`config.mk`:
```
export PLATFORM = sky130hd
export DESIGN_NAME = pc_sequencer_flat
export DESIGN_NICKNAME = d
export VERILOG_FILES = /design/src/rtl/pc_sequencer_pkg.sv /design/src/rtl/pc_sequencer_if.sv /design/src/rtl/pc_sequencer_target_gen.sv /design/src/rtl/pc_sequencer.sv /design/src/flat_wrapper.sv
export SDC_FILE = /design/constraint.sdc
export NUM_CORES = 1
export LEC_CHECK = 0
export BUFFER_PORTS_ARGS = -buffer_cell sky130_fd_sc_hd__buf_2
export CORE_MARGIN = 1
export CORE_UTILIZATION = 40
export DETAILED_ROUTE_END_ITERATION = 12
export HOLD_SLACK_MARGIN = 0.12
export PLACE_DENSITY = 0.7
export SYNTH_ARGS = -nofsm -noshare
export SYNTH_HDL_FRONTEND = slang
export SYNTH_HIERARCHICAL = 1
export SYNTH_SLANG_ARGS = --single-unit
```
`constraint.sdc`:
```
create_clock -name clk -period 7.3 [get_ports clk]
set_input_delay 1.825 -clock clk [delete_from_list [all_inputs] [get_ports clk]]
set_output_delay 1.825 -clock clk [all_outputs]
set_load 0.01 [all_outputs]
```
`src/rtl/pc_sequencer_pkg.sv`:
```
// pc_sequencer_pkg
//   Shared definitions for the PC sequencer slice: PC width, FSM state
//   type, redirect-kind type and a word-alignment helper.
package pc_sequencer_pkg;

  localparam int unsigned PC_W = 32;

  typedef enum logic [1:0] {
    BOOT  = 2'd0,
    FETCH = 2'd1,
    HOLD  = 2'd2
  } state_e;

  typedef enum logic [1:0] {
    NONE = 2'd0,
    BR   = 2'd1,
    J    = 2'd2,
    JR   = 2'd3
  } redir_kind_e;

  // Clear the two byte-offset bits of an address.
  function automatic logic [PC_W-1:0] word_align(input logic [PC_W-1:0] a);
    return a & ~(PC_W'(3));
  endfunction

endpackage

```
`src/rtl/pc_sequencer_if.sv`:
```
// pc_sequencer_if
//   Instruction-fetch handshake between the PC sequencer and instruction
//   memory.
//   imem_req   : fetch request (sequencer -> memory)
//   imem_addr  : fetch byte address, equal to the current PC
//   imem_ack   : memory has returned the word for imem_addr
//   inst_valid : one-cycle pulse on an accepted fetch (req & ack)
//   Modports: master = sequencer side, slave = memory side.
interface pc_sequencer_if;
  import pc_sequencer_pkg::*;

  logic            imem_req;
  logic [PC_W-1:0] imem_addr;
  logic            imem_ack;
  logic            inst_valid;

  modport master (output imem_req, output imem_addr, output inst_valid,
                  input  imem_ack);
  modport slave  (input  imem_req, input  imem_addr, input  inst_valid,
                  output imem_ack);
endinterface

```
`src/rtl/pc_sequencer_target_gen.sv`:
```
// pc_target_gen
//   Combinational branch / jump target computation.
//   pc_plus4_i  : address of the sequential successor of the current PC
//   br_imm_i    : signed branch word offset
//   j_idx_i     : jump instruction index field
//   br_target_o : pc_plus4 + sign_extend(br_imm) * 4, modulo 2^32
//   j_target_o  : {pc_plus4[31:28], j_idx, 2'b00}
module pc_target_gen
  import pc_sequencer_pkg::*;
(
  input  logic [PC_W-1:0] pc_plus4_i,
  input  logic [15:0]     br_imm_i,
  input  logic [25:0]     j_idx_i,
  output logic [PC_W-1:0] br_target_o,
  output logic [PC_W-1:0] j_target_o
);

  logic [PC_W-1:0] br_off;

  assign br_off      = {{14{br_imm_i[15]}}, br_imm_i, 2'b00};
  assign br_target_o = pc_plus4_i + br_off;
  assign j_target_o  = {pc_plus4_i[31:28], j_idx_i, 2'b00};

endmodule

```
`src/rtl/pc_sequencer.sv`:
```
// pc_sequencer
//   Program-counter sequencer with a BOOT/FETCH/HOLD fetch FSM, a
//   one-entry pending-redirect register and prioritised next-PC select
//   (jr > j > br > sequential).
//   Parameters: RESET_VEC (PC after reset), PC_STEP (sequential step).
//   Ports:
//     clk, rst_n            : clock, asynchronous active-low reset
//     stall                 : hold PC, suppress fetch requests
//     br_valid / br_imm     : taken branch and its signed word offset
//     j_valid / j_idx       : J/JAL and its index field
//     jr_valid / jr_target  : register jump and its byte address
//     imem (master)         : imem_req / imem_addr / imem_ack / inst_valid
//     pc, pc_plus4          : current PC and its sequential successor
//     addr_err              : sticky misaligned-jr flag
//   Build option PC_MISALIGN_CHECK_EN: when defined, a misaligned jr
//   target sets addr_err and the redirect is discarded; when undefined
//   the low target bits are cleared and addr_err is tied low.
module pc_sequencer
  import pc_sequencer_pkg::*;
#(
  parameter logic [31:0] RESET_VEC = 32'h0000_0000,
  parameter int unsigned PC_STEP   = 4
) (
  input  logic                 clk,
  input  logic                 rst_n,
  input  logic                 stall,
  input  logic                 br_valid,
  input  logic [15:0]          br_imm,
  input  logic                 j_valid,
  input  logic [25:0]          j_idx,
  input  logic                 jr_valid,
  input  logic [PC_W-1:0]      jr_target,
  pc_sequencer_if.master       imem,
  output logic [PC_W-1:0]      pc,
  output logic [PC_W-1:0]      pc_plus4,
  output logic                 addr_err
);

  state_e          state_q, state_d;
  logic [PC_W-1:0] pc_q, pc_d;
  redir_kind_e     pend_kind_q, pend_kind_d;
  logic [PC_W-1:0] pend_tgt_q, pend_tgt_d;

  logic            fetch_req;
  logic            accepted;
  logic [PC_W-1:0] br_target, j_target, jr_eff;
  logic            jr_ok;
  redir_kind_e     cur_kind;
  logic [PC_W-1:0] cur_tgt;

  assign pc_plus4 = pc_q + PC_STEP[PC_W-1:0];
  assign pc       = pc_q;

  pc_target_gen u_target_gen (
    .pc_plus4_i  (pc_plus4),
    .br_imm_i    (br_imm),
    .j_idx_i     (j_idx),
    .br_target_o (br_target),
    .j_target_o  (j_target)
  );

  assign jr_eff = word_align(jr_target);

`ifdef PC_MISALIGN_CHECK_EN
  logic err_q;

  assign jr_ok    = (jr_target[1:0] == 2'b00);
  assign addr_err = err_q;

  always_ff @(posedge clk or negedge rst_n) begin
    if (!rst_n) begin
      err_q <= 1'b0;
    end else if (jr_valid && !jr_ok) begin
      err_q <= 1'b1;
    end
  end
`else
  assign jr_ok    = 1'b1;
  assign addr_err = 1'b0;
`endif

  // Redirect requested this cycle. A rejected (misaligned) jr squashes the
  // whole cycle's redirect so the PC keeps flowing sequentially.
  always_comb begin
    cur_kind = NONE;
    cur_tgt  = pc_plus4;
    if (jr_valid) begin
      if (jr_ok) begin
        cur_kind = JR;
        cur_tgt  = jr_eff;
      end
    end else if (j_valid) begin
      cur_kind = J;
      cur_tgt  = j_target;
    end else if (br_valid) begin
      cur_kind = BR;
      cur_tgt  = br_target;
    end
  end

  // FSM: state register
  always_ff @(posedge clk or negedge rst_n) begin
    if (!rst_n) begin
      state_q <= BOOT;
    end else begin
      state_q <= state_d;
    end
  end

  // FSM: next state
  always_comb begin
    state_d = state_q;
    case (state_q)
      BOOT:    state_d = FETCH;
      FETCH:   if (stall) state_d = HOLD;
      HOLD:    if (!stall) state_d = FETCH;
      default: state_d = BOOT;
    endcase
  end

  // FSM: outputs. Requests only from FETCH, so ack in BOOT/HOLD is ignored.
  always_comb begin
    fetch_req = (state_q == FETCH) && !stall;
    accepted  = fetch_req && imem.imem_ack;
  end

  assign imem.imem_req   = fetch_req;
  assign imem.imem_addr  = pc_q;
  assign imem.inst_valid = accepted;

  // PC and pending redirect. The pending target is captured at arrival;
  // pc cannot move before it is consumed, so the capture stays correct.
  always_comb begin
    pc_d        = pc_q;
    pend_kind_d = pend_kind_q;
    pend_tgt_d  = pend_tgt_q;
    if (accepted) begin
      if (cur_kind != NONE) begin
        pc_d = cur_tgt;
      end else if (pend_kind_q != NONE) begin
        pc_d = pend_tgt_q;
      end else begin
        pc_d = pc_plus4;
      end
      pend_kind_d = NONE;
    end else if (cur_kind != NONE) begin
      pend_kind_d = cur_kind;
      pend_tgt_d  = cur_tgt;
    end
  end

  always_ff @(posedge clk or negedge rst_n) begin
    if (!rst_n) begin
      pc_q        <= RESET_VEC;
      pend_kind_q <= NONE;
      pend_tgt_q  <= '0;
    end else begin
      pc_q        <= pc_d;
      pend_kind_q <= pend_kind_d;
      pend_tgt_q  <= pend_tgt_d;
    end
  end

endmodule

```
`src/flat_wrapper.sv`:
```
// flat-port wrapper written by rule: the top's interface ports become plain ports
module pc_sequencer_flat import pc_sequencer_pkg::*;
#(
  parameter logic [31:0] RESET_VEC = 32'h0000_0000,
  parameter int unsigned PC_STEP   = 4
)
  (clk, rst_n, stall, br_valid, br_imm, j_valid, j_idx, jr_valid, jr_target, pc, pc_plus4, addr_err, imem_imem_req, imem_imem_addr, imem_inst_valid, imem_imem_ack);
  pc_sequencer_if imem_i ();
  input  logic clk;
  input  logic rst_n;
  input  logic stall;
  input  logic br_valid;
  input  logic [15:0] br_imm;
  input  logic j_valid;
  input  logic [25:0] j_idx;
  input  logic jr_valid;
  input  logic [PC_W-1:0] jr_target;
  output logic [PC_W-1:0] pc;
  output logic [PC_W-1:0] pc_plus4;
  output logic addr_err;
  output wire logic [$bits(imem_i.imem_req)-1:0] imem_imem_req;
  output wire logic [$bits(imem_i.imem_addr)-1:0] imem_imem_addr;
  output wire logic [$bits(imem_i.inst_valid)-1:0] imem_inst_valid;
  input wire logic [$bits(imem_i.imem_ack)-1:0] imem_imem_ack;
  assign imem_imem_req = imem_i.imem_req;
  assign imem_imem_addr = imem_i.imem_addr;
  assign imem_inst_valid = imem_i.inst_valid;
  assign imem_i.imem_ack = imem_imem_ack;
  pc_sequencer #(.RESET_VEC(RESET_VEC), .PC_STEP(PC_STEP)) u_core (.clk(clk), .rst_n(rst_n), .stall(stall), .br_valid(br_valid), .br_imm(br_imm), .j_valid(j_valid), .j_idx(j_idx), .jr_valid(jr_valid), .jr_target(jr_target), .imem(imem_i), .pc(pc), .pc_plus4(pc_plus4), .addr_err(addr_err));
endmodule
```
==> Yosys cells after proc, flatten, opt, wreduce, memory -nomap -nowiden <==
Cells that the tools add are included.
{ "op_classes": {"n_bitwise": 1, "add_sub_neg": 2, "muxes": 13, "n_reduce_logical": 9, "eq_ne": 4} }
{ "op_table": {"columns": ["cell", "n"], "rows": [
  ["$mux W32", 5],
  ["$add A32 B3 Y32 const B", 1],
  ["$add A32 B32 Y32", 1],
  ["$mux W2", 6],
  ["$pmux W2 S3", 1],
  ["$reduce_bool A2 Y1", 3],
  ["$ne A2 B2 Y1 const B", 2],
  ["$reduce_and A2 Y1", 2],
  ["$eq A2 B1 Y1 const B", 1],
  ["$eq A2 B2 Y1 const B", 1],
  ["$logic_and A1 B1 Y1", 2],
  ["$logic_not A2 Y1", 1],
  ["$logic_not A1 Y1", 1],
  ["$mux W1", 1],
  ["$not A1 Y1", 1]
]} }
{ "word_totals": {"regBits": 68} }

==> Logic depth before layout (Yosys ltp) <==
Gate-level depths: netlist of run 1.
{ "depth": {"depth_word": 6, "depth_mapped": 19} }

==> By module <==
The synthesis of run 1 kept the hierarchy.
{ "modules_own_cells": {"columns": ["mod", "seq_area_each_um2", "cells_per_inst", "area_per_inst_um2", "instances"], "rows": [
  ["pc_sequencer", 1701.6, 604, 4998.5, 1],
  ["pc_target_gen", 0.0, 260, 1850.5, 1]
]} }

==> Least setup slack after synthesis of run 1 <==
No wires, ideal clock.
{ "synth_timing": {"path_type": "input port to output port", "from": "input port stall", "to": "output port imem_inst_valid", "path_stages": 5, "path_slack_ns": 2.635, "arrival_ns": 2.840, "required_time_ns": 5.475, "path_cell_list": "nand4bb_1 clkbuf_1 clkinv_1 clkbuf_1 buf_1"} }
{ "synth_via": {"elab_chain_len": 3} }
{ "synth_lines": {"columns": ["element", "line", "text"], "rows": [
  ["from (decl)", "flat_wrapper.sv:11", "input logic stall;"],
  ["$logic_not A1 Y1", null, null],
  ["$logic_and A1 B1 Y1", "pc_sequencer.sv:123", "fetch_req = (state_q == FETCH) && !stall;"],
  ["$logic_and A1 B1 Y1", "pc_sequencer.sv:124", "accepted = fetch_req && imem.imem_ack;"],
  ["to (decl)", "flat_wrapper.sv:23", "output wire logic [$bits(imem_i.inst_valid)-1:0] imem_inst_valid;"]
]} }
No other way between the ends.

==> Worst setup path after layout of run 1 <==
{ "layout_timing": {"from": "input port br_imm[0]", "to": "register u_core.pc_q[28] (netlist: u_core/imem.imem_addr[28])"} }
{ "layout_via": {"elab_chain_len": 5} }
{ "layout_lines": {"columns": ["element", "line", "text"], "rows": [
  ["from (decl)", "flat_wrapper.sv:13", "input logic [15:0] br_imm;"],
  ["$add A32 B32 Y32", "pc_sequencer_target_gen.sv:21", "assign br_target_o = pc_plus4_i + br_off;"],
  ["via u_core.br_target[28]", "pc_sequencer.sv:46", "logic [PC_W-1:0] br_target, j_target, jr_eff;"],
  ["$mux W32", "pc_sequencer.sv:95", "end else if (br_valid) begin"],
  ["$mux W32", "pc_sequencer.sv:92", "end else if (j_valid) begin"],
  ["$mux W32", "pc_sequencer.sv:87", "if (jr_valid) begin"],
  ["$mux W32", "pc_sequencer.sv:138", "if (cur_kind != NONE) begin"],
  ["to (signal assigned)", "pc_sequencer.sv:158", "pc_q <= pc_d;"],
  ["to (decl)", "pc_sequencer.sv:40", "logic [PC_W-1:0] pc_q, pc_d;"]
]} }
The timed path passes the listed nets, and every way through them passes these cells.
A chain may end at the register's enable or synchronous reset.

==> impl_table.tex, run 1 <==
\begin{tabular}{lr}
\hline
Metric & Value \\
\hline
\multicolumn{2}{l}{\textbf{Worst setup path}} \\
Data arrival time of the critical path & 4940 ps \\
WP data required & between 7000 and 8000 ps \\
Crit-path cells & buf\_2 -> ha\_1 -> inv\_1 -> fa\_1 -> nor2b\_4 -> o31a\_1 -> o41a\_1 -> a211oi\_2 -> o21ai\_2 -> o311a\_1 -> a22o\_1 -> mux2\_2 -> a211oi\_1 -> a211oi\_1 \\
Slowest library cell on the worst path & sky130\_fd\_sc\_hd\_\_o41a\_1 \\
Slowest Stage Delay on Critical Path & 440 ps \\
Critical Path Source Type & primary input \\
Category of the critical setup timing path & in2reg \\
Cell type with the highest occurrence count on the critical path & sky130\_fd\_sc\_hd\_\_a211oi\_1 \\
Crit Path Max Fanout & 4 \\
Kind of capture point of the worst setup path & flop \\
\multicolumn{2}{l}{\textbf{Finish}} \\
Layout overhead on the synthesized area & 12.11\% \\
Share of post-route cells with drive strength above 1 & 0.2487 \\
Post-route standard cell area excluding fillers & 0.007679 mm² \\
Total Nets Final & 1048 \\
\multicolumn{2}{l}{\textbf{Timing}} \\
Period minus WS final & 4732 ps \\
Post-Route Setup TNS & 0 ps \\
Hold violation total from the final report & 0 \\
Final period util & 0.6483 \\
Relative slew slack & 0.2576 \\
Achievable frequency & about 0.21 GHz \\
Least-Margin Pin Slew & approximately 1100 ps \\
Final setup viols & 0 \\
Max-slew violation count & 0 \\
Worst Hold Margin & 481.3 ps \\
Setup repair after global routing missed its margin & no \\
Clock Skews & 10.31 ps \\
\multicolumn{2}{l}{\textbf{Logic synthesis}} \\
Post-synth ARST share & 1.000 \\
Most used flip-flop cell after synthesis & sky130\_fd\_sc\_hd\_\_dfrtp\_1 \\
Synthesis-stage register bit count & 68 \\
Number of enable-type register cells in the synthesized netlist & 0 \\
Post-Synthesis Mean Instance Area & 7.927 µm² \\
Post-synthesis instance area & 0.006849 mm² \\
Sequential-to-total area share from yosys stat & 0.2484 \\
Number of standard cells after synthesis & 864 \\
Synthesis Warnings & 6 \\
Count of cell types in the netlist & between 80 and 90 \\
\multicolumn{2}{l}{\textbf{GRT}} \\
Congestion Overflow GR & 0 \\
Global-route wire length before repair & around 33 mm \\
Vias in the first global route & between 5000 and 6000 \\
Largest net degree at the start of global routing & 69 \\
All-Layer GR Usage & 0.2377 \\
Number of antenna violations at the first check in global routing & 3 \\
\multicolumn{2}{l}{\textbf{Floorplan}} \\
Starting Density & 0.4115 \\
Placement Rows & 47 \\
Die area & 0.01765 mm² \\
Width of the die & between 100 and 150 µm \\
Core outline area & 0.01664 mm² \\
IO Pins & 180 \\
Die height & 132.9 µm \\
\multicolumn{2}{l}{\textbf{Clock tree}} \\
Setup repair bufs after CTS & 0 \\
CTS clock-pin slew for the worst setup and hold paths & approximately 60 ps \\
Clock root buffer & sky130\_fd\_sc\_hd\_\_clkbuf\_16 \\
Depth of the CTS H-tree & 3 \\
Number of buffers created by CTS & 9 \\
Hold buffer count at CTS & 0 \\
Latest clock arrival within the worst-skew pair & 340 ps \\
Post-cts sizing count & 0 \\
Clock sinks & $\sim$70 \\
Maximum clock path buffer count & 2 \\
CTS tree & yes \\
\multicolumn{2}{l}{\textbf{Job}} \\
Max Cap Violations & 0 \\
\multicolumn{2}{l}{\textbf{Routing}} \\
Routed Wire Length & 21.28 mm \\
Post-route antenna net violation count & 0 \\
Number of violations reported at the end of detailed-routing iteration 0 & 652 \\
Mean number of vias per cell & between 5 and 6 \\
Via Count & just under 7000 \\
Routed len/inst & 18.30 µm \\
Length of the first detailed-routing pass in iterations & 5 \\
DRC & 0 \\
\multicolumn{2}{l}{\textbf{Power and ir drop}} \\
Worst VDD drop & 0.1503 mV \\
Leakage dissipation & 3.495 nW \\
Power density relative to cell area & around 410 mW/mm² \\
Power after layout & 3.183 mW \\
\multicolumn{2}{l}{\textbf{Placed design}} \\
Number of port buffers & 176 \\
Last weighted congestion value of the routability-driven placer & approximately 0.92 \\
Area post-placement & 0.007323 mm² \\
Final HPWL DP & 15.91 mm \\
\multicolumn{2}{l}{\textbf{Min path}} \\
Worst min-delay path class & reg2reg \\
\multicolumn{2}{l}{\textbf{Run status}} \\
Status & finished clean \\
\hline
\end{tabular}
==> cell usage in the layout (no fill, tap or decap), types with 4 or more instances in the layout <==
cell,count
sky130_fd_sc_hd__nand2b_1,7
sky130_fd_sc_hd__nor2_2,5
sky130_fd_sc_hd__nor2_1,56
sky130_fd_sc_hd__inv_1,23
sky130_fd_sc_hd__or3_1,5
sky130_fd_sc_hd__a221o_1,7
sky130_fd_sc_hd__a2bb2oi_1,5
sky130_fd_sc_hd__o21ai_0,71
sky130_fd_sc_hd__o31a_1,4
sky130_fd_sc_hd__buf_2,176
sky130_fd_sc_hd__clkbuf_16,9
sky130_fd_sc_hd__nand3_1,17
sky130_fd_sc_hd__o21bai_1,4
sky130_fd_sc_hd__nand3b_1,5
sky130_fd_sc_hd__a21oi_1,65
sky130_fd_sc_hd__nor3_1,9
sky130_fd_sc_hd__o22ai_1,8
sky130_fd_sc_hd__dfrtp_1,68
sky130_fd_sc_hd__a22oi_1,31
sky130_fd_sc_hd__a221oi_1,6
sky130_fd_sc_hd__o211ai_1,7
sky130_fd_sc_hd__o311a_1,5
sky130_fd_sc_hd__o21ai_1,4
sky130_fd_sc_hd__and3_1,5
sky130_fd_sc_hd__mux2i_1,12
sky130_fd_sc_hd__o21a_1,5
sky130_fd_sc_hd__a21boi_0,4
sky130_fd_sc_hd__xnor2_1,36
sky130_fd_sc_hd__buf_4,4
sky130_fd_sc_hd__nand2_1,85
sky130_fd_sc_hd__nand4_1,21
sky130_fd_sc_hd__o31ai_1,4
sky130_fd_sc_hd__xor2_1,16
sky130_fd_sc_hd__o2bb2ai_1,4
sky130_fd_sc_hd__a21o_1,15
sky130_fd_sc_hd__a211oi_1,7
sky130_fd_sc_hd__a22o_1,19
sky130_fd_sc_hd__ha_1,30
==> final cells by class <==
class / count / area (µm²)
sequential: 68 / 1702
fill: 1685 / 8964
tap: 220 / 275.3
timing repair buffer: 180 / 910.9
clock inverter: 6 / 111.4
antenna: 2 / 5.005
multi-input combinational: 652 / 4342
clock buffer: 10 / 239.0
inverter: 25 / 93.84
==> cells in the mapped netlist (all sizes together) (5+ instances only) <==
cell	number	area share
nand2	85	0.047
buf	84	0.086
o21ai	77	0.057
dfrtp	68	0.25
a21oi	67	0.050
nor2	62	0.037
clkbuf	36	0.020
xnor2	36	0.046
a22oi	31	0.034
ha	30	0.055
nand4	24	0.026
inv	23	0.013
a22o	19	0.024
a21o	18	0.020
nand3	18	0.014
xor2	16	0.020
mux2i	12	0.018
nor3	11	0.0095
a211oi	8	0.0095
o211ai	8	0.0095
o22ai	8	0.0073
a221o	7	0.010
nand2b	7	0.0064
a221oi	6	0.0077
or3	6	0.0057
a2bb2oi	5	0.0064
and3	5	0.0046
nand3b	5	0.0055
nor4	5	0.0077
o21a	5	0.0055
o21bai	5	0.0060
o311a	5	0.0073
==> flip-flops by register name, indices dropped and copies added, names as in the netlist <==
| register | flops |
|---|---|
| u_core/imem.imem_addr | 32 |
| u_core/pend_kind_q | 2 |
| u_core/pend_tgt_q | 32 |
| u_core/state_q | 2 |
==> kinds of logic after synthesis <==
group                      Yosys count  synth area share
AOI/OAI and AO/OA                  304            0.3000
and+or+nand+nor                    249            0.1878
buffers and inverters              145            0.1193
DFF                                 68            0.2484
xor gates and xnor gates            52           0.06650
adders and majority gates           31           0.05773
muxes                               13           0.01918
other                                2          0.001096
==> critical path, delay by kind of cell <==
kind,cells,cell delay [ps]
simple gates,1,50
compound gates,8,2140
fa+ha+maj,2,450
buf+inv,2,180
mux,1,290
==> path summary, 6_finish.rpt <==
kind | from | end | slack (ps) | depth (start not counted)
hold / removal | u_core/pend_tgt_q[26] | u_core/pend_tgt_q[26] | 480 | 2
min in group asynchronous | rst_n | u_core/imem.imem_addr[3] | 1660 | 2
hold reg to reg | u_core/pend_tgt_q[26] | u_core/pend_tgt_q[26] | 480 | 2
setup / recovery | br_imm[0] | u_core/imem.imem_addr[28] | 2570 | 14
setup reg to reg | u_core/imem.imem_addr[2] | u_core/imem.imem_addr[29] | 2600 | 17
max in group asynchronous | rst_n | u_core/imem.imem_addr[21] | 5040 | 2
==> stage by stage <==
step / util / worst slack, ps / cells
floorplan: - / 2635 / 865
global placement: 0.4400 / 2348 / 1145
detailed placement: 0.4400 / 2335 / 1145
CTS: 0.4611 / 2587 / 1161
global route: 0.4614 / 2319 / 1163
finish: 0.4614 / 2568 / 1163
==> metal layers <==
metal | vias up | wire (µm) | share of wire | track usage
li1 | 3260 | - | - | -
met1 | 3226 | 9570 | 0.45 | 0.3466
met2 | 344 | 9493 | 0.45 | 0.3589
met4 | 0 | 473 | 0.022 | 0.08429
met5 | - | 0 | 0 | 0
met3 | 38 | 1744 | 0.082 | 0.02874
==> power breakdown <==
| part | total (mW) | internal [mW] | leakage, nW | switching (mW) |
|---|---|---|---|---|
| logic | 1.91 | 0.797 | 2.50 | 1.12 |
| clock network | 0.514 | 0.343 | 0.169 | 0.171 |
| registers | 0.754 | 0.519 | 0.826 | 0.236 |
| total | 3.18 | 1.66 | 3.50 | 1.52 |
Note: power is estimated with default switching activity, not from simulation.
==> inputs of run 2 (changes only) <==
- clock period: 7.3 -> 4.7 ns (I/O delays scaled with it)
==> run 2 against run 1 <==
Compared with the run above:
- sequential cell count stayed put
- combinational power is 59% higher
- critical path depth increased by 2
- die area did not move
- final area increased by 1.3%
- utilization grew 0.61 points
- critical path type is now reg2reg
- highest routed layer unchanged
==> impl_table.tex, run 2 (same netlist as run 1, synthesis figures left out) <==
\begin{tabular}{lr}
\hline
Metric & Value \\
\hline
\multicolumn{2}{l}{\textbf{Finish}} \\
Total area of sequential cells & 0.001702 mm² \\
Commonest non-fill, non-tap cell in the layout & sky130\_fd\_sc\_hd\_\_buf\_2 \\
Total Nets Final & about 1100 \\
Share of post-route cells with drive strength above 1 & 0.2657 \\
Area of the multi-input gates & roughly 0.0044 mm² \\
Filler cell count & 1646 \\
Layout overhead on the synthesized area & 13.59\% \\
Highest-count cells in the layout ignoring fill and taps & sky130\_fd\_sc\_hd\_\_buf\_2 (176), sky130\_fd\_sc\_hd\_\_nand2\_1 (85), sky130\_fd\_sc\_hd\_\_o21ai\_0 (71) \\
\multicolumn{2}{l}{\textbf{Worst setup path}} \\
Category of the critical setup timing path & reg2reg \\
Reg2Reg Setup Slack & 350 ps \\
Destination of the worst register-to-register timing path & u\_core/imem.imem\_addr[17] \\
Critical Path Source Type & flop \\
WP data required & just under 5000 ps \\
First element of the critical path & u\_core/imem.imem\_addr[2] \\
Startpoint of the worst register-to-register path & u\_core/imem.imem\_addr[2] \\
Data arrival time of the critical path & approximately 4600 ps \\
Register-to-Register Path Depth & 16 \\
Kind of capture point of the worst setup path & flop \\
Crit Path Max Fanout & 7 \\
\multicolumn{2}{l}{\textbf{Floorplan}} \\
Die area & 0.01765 mm² \\
IO Pins & 180 \\
Placement Rows & 47 \\
Die height & 132.9 µm \\
Width of the die & approximately 130 µm \\
Starting Density & 0.4115 \\
Core outline area & about 0.017 mm² \\
\multicolumn{2}{l}{\textbf{Routing}} \\
Post-route antenna net violation count & 0 \\
Via Count & 6847 \\
DRC & 0 \\
Routed len/inst & 18.36 µm \\
Mean number of vias per cell & roughly 5.8 \\
Routed Wire Length & $\sim$22 mm \\
Number of violations reported at the end of detailed-routing iteration 0 & 742 \\
Length of the first detailed-routing pass in iterations & 5 \\
\multicolumn{2}{l}{\textbf{Clock tree}} \\
CTS clock-pin slew for the worst setup and hold paths & 60 ps \\
Clock sinks & 68 \\
Hold buffer count at CTS & 0 \\
Maximum clock path buffer count & 2 \\
Depth of the CTS H-tree & 3 \\
Number of buffers created by CTS & 9 \\
Clock root buffer & sky130\_fd\_sc\_hd\_\_clkbuf\_16 \\
Setup repair bufs after CTS & 0 \\
CTS tree & yes \\
Post-cts sizing count & 0 \\
Latest clock arrival within the worst-skew pair & 340 ps \\
\multicolumn{2}{l}{\textbf{Placed design}} \\
Number of port buffers & roughly 180 \\
Final HPWL DP & 16.43 mm \\
Last weighted congestion value of the routability-driven placer & approximately 0.92 \\
\multicolumn{2}{l}{\textbf{Timing}} \\
Hold violation total from the final report & 0 \\
Achievable frequency & 0.2301 GHz \\
Worst Hold Margin & $\sim$480 ps \\
Clock Skews & roughly 9.0 ps \\
Period minus WS final & 4346 ps \\
Final setup viols & 0 \\
Relative slew slack & 0.3039 \\
Least-Margin Pin Slew & 1039 ps \\
Max-slew violation count & 0 \\
Final period util & 0.9247 \\
Post-Route Setup TNS & 0 ps \\
Setup repair after global routing missed its margin & no \\
\multicolumn{2}{l}{\textbf{Run status}} \\
Status & finished clean \\
\multicolumn{2}{l}{\textbf{GRT}} \\
Global-route wire length before repair & roughly 33 mm \\
Vias in the first global route & 6242 \\
Largest net degree at the start of global routing & between 50 and 60 \\
Number of antenna violations at the first check in global routing & 1 \\
Congestion Overflow GR & 0 \\
All-Layer GR Usage & 0.2429 \\
\multicolumn{2}{l}{\textbf{Min path}} \\
Source of the worst hold timing path & u\_core/pend\_tgt\_q[23] \\
Hold-critical path endpoint & u\_core/pend\_tgt\_q[23] \\
Worst hold stages & 2 \\
Worst min-delay path class & reg2reg \\
\multicolumn{2}{l}{\textbf{Power and ir drop}} \\
Leakage dissipation & 3.557 nW \\
Worst VDD drop & 0.2182 mV \\
Power density relative to cell area & 632.0 mW/mm² \\
\multicolumn{2}{l}{\textbf{Job}} \\
Max Cap Violations & 0 \\
\hline
\end{tabular}
-- run 2: changes by cell type in the layout (fill, tap and decap cells not counted), sizes merged --
| cell | change |
|---|---|
| clkbuf | -1 |
| bufinv | -1 |
| diode | -1 |
| clkinv | +2 |
| buf | +15 |
-- run 2: critical path: stages, from the launching register on --
cell,delay [ps]
sky130_fd_sc_hd__dfrtp_1,470
sky130_fd_sc_hd__ha_1,260
sky130_fd_sc_hd__nand4_2,150
sky130_fd_sc_hd__or2_2,350
sky130_fd_sc_hd__xnor2_1,310
sky130_fd_sc_hd__ha_1,360
sky130_fd_sc_hd__a21oi_1,210
sky130_fd_sc_hd__o21ai_1,110
sky130_fd_sc_hd__or3_1,370
sky130_fd_sc_hd__o2111ai_1,330
sky130_fd_sc_hd__a21boi_0,230
sky130_fd_sc_hd__mux2i_1,190
sky130_fd_sc_hd__nand2_1,110
sky130_fd_sc_hd__a221o_1,350
sky130_fd_sc_hd__a22oi_1,180
sky130_fd_sc_hd__o31a_1,170
sky130_fd_sc_hd__o21ai_1,50
-- run 2: report_power, final --
group	total (mW)	internal, mW	switching, mW
combinational	3.03	1.26	1.77
clock	0.725	0.462	0.263
sequential	1.16	0.806	0.353
-- run 2: metal layers --
metal | vias to the layer above | GRT usage | wire length, µm
met4 | 0 | 0.08685 | 368
met3 | 31 | 0.03793 | 1910
met1 | 3203 | 0.3446 | 9402
li1 | 3281 | - | -
met5 | - | 0 | 0
met2 | 332 | 0.3714 | 9923
-- run 2: layout make-up --
| class | instances | share of cell area |
|---|---|---|
| diodes | 1 | 0.0003216 |
| well taps | 220 | 0.03538 |
| inverters | 25 | 0.01206 |
| clock inverters | 7 | 0.01174 |
| multi-input cells | 652 | 0.5613 |
| flip-flops and latches | 68 | 0.2187 |
| repair buffers | 195 | 0.1316 |
| clock buffers | 9 | 0.02895 |
-- run 2: worst max-delay path by stage --
stage	end	slack (ps)	depth (start not counted)
finish	u_core/imem.imem_addr[17]	350	16
global route	u_core/imem.imem_addr[28]	90	18
CTS	u_core/imem.imem_addr[29]	280	17
detailed placement	u_core/imem.imem_addr[29]	330	17
global placement	u_core/imem.imem_addr[29]	400	17
floorplan	u_core/imem.imem_addr[29]	730	18
-- run 2: metrics by stage --
| step | area, µm² | instances | setup slack [ps] | total power, mW | utilization |
|---|---|---|---|---|---|
| 4_1_cts | 7752 | 1176 | 281.7 | 4.881 | 0.4658 |
| 2_1_floorplan | 6853 | 865 | 733.2 | 3.366 | - |
| 6_report | 7780 | 1177 | 353.9 | 4.917 | 0.4675 |
| 3_3_place_gp | 7436 | 1160 | 397.0 | 4.092 | 0.4468 |
| 3_5_place_dp | 7436 | 1160 | 330.4 | 4.145 | 0.4468 |
| 5_1_grt | 7780 | 1177 | 91.29 | 5.287 | 0.4675 |
==> inputs of run 3 (changes only) <==
- ABC_AREA: unset -> 1
- PLACE_DENSITY: 0.7 -> 0.69
==> run 3 against run 2 <==
Compared with the run above:
- register-to-register slack better by 510 ps
- non-clock buffer count is 11 lower
- sequential power hardly changed
- die area is 12% higher
- synthesized cell count is 43% higher
- utilization is 1.2 points lower
- clock power is 3% lower
- clock skew is 1.9 ps higher
- first-iteration DRC count is 8.0% lower
- critical path type unchanged
- highest routed layer unchanged
==> impl_table.tex, run 3 <==
\begin{tabular}{lr}
\hline
Metric & Value \\
\hline
\multicolumn{2}{l}{\textbf{Run status}} \\
Status & finished clean \\
\multicolumn{2}{l}{\textbf{Timing}} \\
Final period util & 0.8172 \\
Least-Margin Pin Slew & 796.4 ps \\
Period minus WS final & 3841 ps \\
Relative slew slack & 0.4685 \\
Clock Skews & 10.87 ps \\
Post-Route Setup TNS & 0 ps \\
Worst Hold Margin & 484.6 ps \\
Hold violation total from the final report & 0 \\
Achievable frequency & 0.2604 GHz \\
Setup repair after global routing missed its margin & no \\
Final setup viols & 0 \\
Max-slew violation count & 0 \\
\multicolumn{2}{l}{\textbf{Worst setup path}} \\
WP data required & 4900 ps \\
Slowest library cell on the worst path & sky130\_fd\_sc\_hd\_\_dfrtp\_1 \\
Worst path buffer plus inverter count & 0 \\
Crit-path cells & ha\_1 -> nand3\_1 -> nor2\_1 -> nand2\_1 -> o21ai\_0 -> nand2\_1 -> ha\_1 -> nand2\_1 -> nor2\_1 -> nand2\_1 -> nor2\_1 -> nand2\_1 -> nand4\_1 -> nand2\_1 -> a221oi\_1 -> nand2\_1 -> nand3\_1 -> o21ai\_0 \\
Delay-heaviest family, CP & simple AND/OR/NAND/NOR gates \\
Kind of capture point of the worst setup path & flop \\
Category of the critical setup timing path & reg2reg \\
Crit Path Max Fanout & 8 \\
Cell type with the highest occurrence count on the critical path & sky130\_fd\_sc\_hd\_\_nand2\_1 \\
Slowest Stage Delay on Critical Path & 500 ps \\
Data arrival time of the critical path & 4040 ps \\
Critical Path Source Type & flop \\
\multicolumn{2}{l}{\textbf{Finish}} \\
Commonest non-fill, non-tap cell in the layout & sky130\_fd\_sc\_hd\_\_nand2\_1 \\
Highest-count cells in the layout ignoring fill and taps & sky130\_fd\_sc\_hd\_\_nand2\_1 (383), sky130\_fd\_sc\_hd\_\_buf\_2 (176), sky130\_fd\_sc\_hd\_\_inv\_1 (149) \\
Total Nets Final & about 1400 \\
Filler cell count & around 2000 \\
Share of post-route cells with drive strength above 1 & 0.2236 \\
Layout overhead on the synthesized area & 10.97\% \\
Number of antenna cells inserted & 0 \\
\multicolumn{2}{l}{\textbf{Power and ir drop}} \\
Worst VDD drop & 0.2337 mV \\
Fraction of power spent switching nets & 0.5409 \\
Share of power burned in combinational logic & 0.662 \\
Switching pwr & 2.971 mW \\
Total internal power & 2.522 mW \\
Clock share of power & 0.128 \\
Leakage dissipation & 4.667 nW \\
Power density relative to cell area & 643.1 mW/mm² \\
Part of the total power dissipated in sequential elements & 0.209 \\
\multicolumn{2}{l}{\textbf{Clock tree}} \\
Latest clock arrival within the worst-skew pair & 340 ps \\
Depth of the CTS H-tree & 3 \\
CTS tree & yes \\
CTS clock-pin slew for the worst setup and hold paths & $\sim$60 ps \\
Maximum clock path buffer count & 2 \\
Post-cts sizing count & 0 \\
Clock sinks & 68 \\
Hold buffer count at CTS & 0 \\
Clock root buffer & sky130\_fd\_sc\_hd\_\_clkbuf\_16 \\
Setup repair bufs after CTS & 0 \\
Number of buffers created by CTS & 9 \\
\multicolumn{2}{l}{\textbf{GRT}} \\
Largest net degree at the start of global routing & 49 \\
Vias in the first global route & 7321 \\
Congestion Overflow GR & 0 \\
All-Layer GR Usage & 0.2564 \\
Number of antenna violations at the first check in global routing & 0 \\
Global-route wire length before repair & 39.14 mm \\
\multicolumn{2}{l}{\textbf{Floorplan}} \\
Placement Rows & 50 \\
Width of the die & 140.7 µm \\
Core outline area & between 0.015 and 0.02 mm² \\
Die height & 140.7 µm \\
Starting Density & 0.4101 \\
IO Pins & 180 \\
Die area & 0.01980 mm² \\
\multicolumn{2}{l}{\textbf{Logic synthesis}} \\
Post-synthesis instance area & 0.007696 mm² \\
Post-Synthesis Mean Instance Area & around 6.2 µm² \\
Synthesis Warnings & 6 \\
Sequential-to-total area share from yosys stat & 0.2211 \\
Main area contributors after synthesis & sky130\_fd\_sc\_hd\_\_dfrtp\_1 (22\%), sky130\_fd\_sc\_hd\_\_nand2\_1 (19\%), sky130\_fd\_sc\_hd\_\_inv\_1 (7.3\%), sky130\_fd\_sc\_hd\_\_buf\_4 (7.0\%), sky130\_fd\_sc\_hd\_\_nand3\_1 (5.4\%) \\
Commonest cells in the netlist & sky130\_fd\_sc\_hd\_\_nand2\_1 (383), sky130\_fd\_sc\_hd\_\_inv\_1 (149), sky130\_fd\_sc\_hd\_\_nor2\_1 (105) \\
Dominant cell type by area after synthesis & sky130\_fd\_sc\_hd\_\_dfrtp\_1 \\
Leading cell type by number of instances after synthesis & sky130\_fd\_sc\_hd\_\_nand2\_1 \\
Synthesis-stage register bit count & between 60 and 70 \\
Number of standard cells after synthesis & between 1000 and 1500 \\
Most used flip-flop cell after synthesis & sky130\_fd\_sc\_hd\_\_dfrtp\_1 \\
Fraction of post-synthesis cell area in the top cell type by area & 0.2211 \\
Post-synth ARST share & 1.000 \\
Number of enable-type register cells in the synthesized netlist & 0 \\
Count of cell types in the netlist & 47 \\
\multicolumn{2}{l}{\textbf{Routing}} \\
Length of the first detailed-routing pass in iterations & 5 \\
Number of violations reported at the end of detailed-routing iteration 0 & roughly 680 \\
Detailed-route wire length on metal 1 & 11.59 mm \\
Mean number of vias per cell & 5.119 \\
Met3 routed wirelength & 1.636 mm \\
DRC & 0 \\
Routed len/inst & 16.01 µm \\
Routed Wire Length & about 25 mm \\
Uppermost layer routed & met4 \\
Met2 wire length & 11.40 mm \\
Via Count & approximately 8000 \\
Post-route antenna net violation count & 0 \\
\multicolumn{2}{l}{\textbf{Placed design}} \\
Number of port buffers & 176 \\
Last weighted congestion value of the routability-driven placer & roughly 0.95 \\
Final HPWL DP & 19.68 mm \\
\multicolumn{2}{l}{\textbf{Min path}} \\
Worst min-delay path class & reg2reg \\
\multicolumn{2}{l}{\textbf{Job}} \\
Max Cap Violations & 0 \\
\hline
\end{tabular}
==> run 3: cell count changes after synthesis, moves of 25 or more <==
cell / delta
sky130_fd_sc_hd__clkbuf_1: -25
sky130_fd_sc_hd__nand2_2: +25
sky130_fd_sc_hd__nor2_1: +49
sky130_fd_sc_hd__a22oi_1: -30
sky130_fd_sc_hd__nand2_1: +298
sky130_fd_sc_hd__inv_1: +126
sky130_fd_sc_hd__xnor2_1: -28
sky130_fd_sc_hd__nand3_1: +66
==> run 3: logic make-up after synthesis <==
| kind of cell | synth area share |
|---|---|
| xor+xnor | 0.04097 |
| buf+inv | 0.1689 |
| fa+ha+maj | 0.05137 |
| other cells | 0.0009758 |
| compound gates | 0.1366 |
| flops | 0.2211 |
| simple gates | 0.3801 |
==> run 3: metal layers <==
| metal | up-vias | track usage |
|---|---|---|
| li1 | 4038 | - |
| met1 | 3676 | 0.3600 |
| met2 | 279 | 0.4132 |
| met3 | 28 | 0.03159 |
| met4 | 0 | 0.07151 |
| met5 | - | 0 |
==> run 3: power by group through the flow <==
| stage | clock network (mW) | registers, mW | logic, mW |
|---|---|---|---|
| floorplan | 0 | 1.12 | 2.65 |
| global placement | 0 | 1.14 | 3.55 |
| detailed placement | 0 | 1.15 | 3.58 |
| CTS | 0.717 | 1.14 | 3.60 |
| global route | 0.737 | 1.18 | 4.05 |
| finish | 0.705 | 1.15 | 3.64 |
==> run 3: worst reg2reg max path, cell delays in order, from the launching register on <==
cell and delay [ps]:
sky130_fd_sc_hd__dfrtp_1 500, sky130_fd_sc_hd__ha_1 230, sky130_fd_sc_hd__nand3_1 130, sky130_fd_sc_hd__nor2_1 220, sky130_fd_sc_hd__nand2_1 170, sky130_fd_sc_hd__o21ai_0 180, sky130_fd_sc_hd__nand2_1 190, sky130_fd_sc_hd__ha_1 450
sky130_fd_sc_hd__nand2_1 130, sky130_fd_sc_hd__nor2_1 220, sky130_fd_sc_hd__nand2_1 120, sky130_fd_sc_hd__nor2_1 110, sky130_fd_sc_hd__nand2_1 90, sky130_fd_sc_hd__nand4_1 80, sky130_fd_sc_hd__nand2_1 90, sky130_fd_sc_hd__a221oi_1 460
sky130_fd_sc_hd__nand2_1 140, sky130_fd_sc_hd__nand3_1 80, sky130_fd_sc_hd__o21ai_0 90
==> run 3: stage by stage <==
stage / util / std cells / area, µm² / power [mW] / setup slack (ps)
finish: 0.4551 / 1567 / 8541 / 5.492 / 859.1
global route: 0.4551 / 1567 / 8541 / 5.972 / 523.8
CTS: 0.4551 / 1567 / 8541 / 5.464 / 942.1
detailed placement: 0.4385 / 1551 / 8229 / 4.736 / 976.4
global placement: 0.4385 / 1551 / 8229 / 4.698 / 984.6
floorplan: - / 1237 / 7700 / 3.775 / 1606
==> run 3: layout make-up <==
type	instances	area [µm²]	share of cell area
multi-input combinational	907	4701	0.5504
clock buffer	11	252.7	0.02959
inverter	158	593.1	0.06944
tap	234	292.8	0.03428
timing repair buffer	184	940.9	0.1102
clock inverter	5	58.81	0.006885
sequential	68	1702	0.1992
==> run 3: final timing paths <==
kind                                           from                        to  slack, ps  depth (start not counted)
min in group asynchronous                     rst_n  u_core/imem.imem_addr[3]        920                          1
max reg2reg                u_core/imem.imem_addr[2]     u_core/pend_tgt_q[28]        860                         18
max in group asynchronous                     rst_n     u_core/pend_tgt_q[27]       2780                          2
min reg2reg                    u_core/pend_tgt_q[4]      u_core/pend_tgt_q[4]        480                          2
max                        u_core/imem.imem_addr[2]     u_core/pend_tgt_q[28]        860                         18
min                            u_core/pend_tgt_q[4]      u_core/pend_tgt_q[4]        480                          2
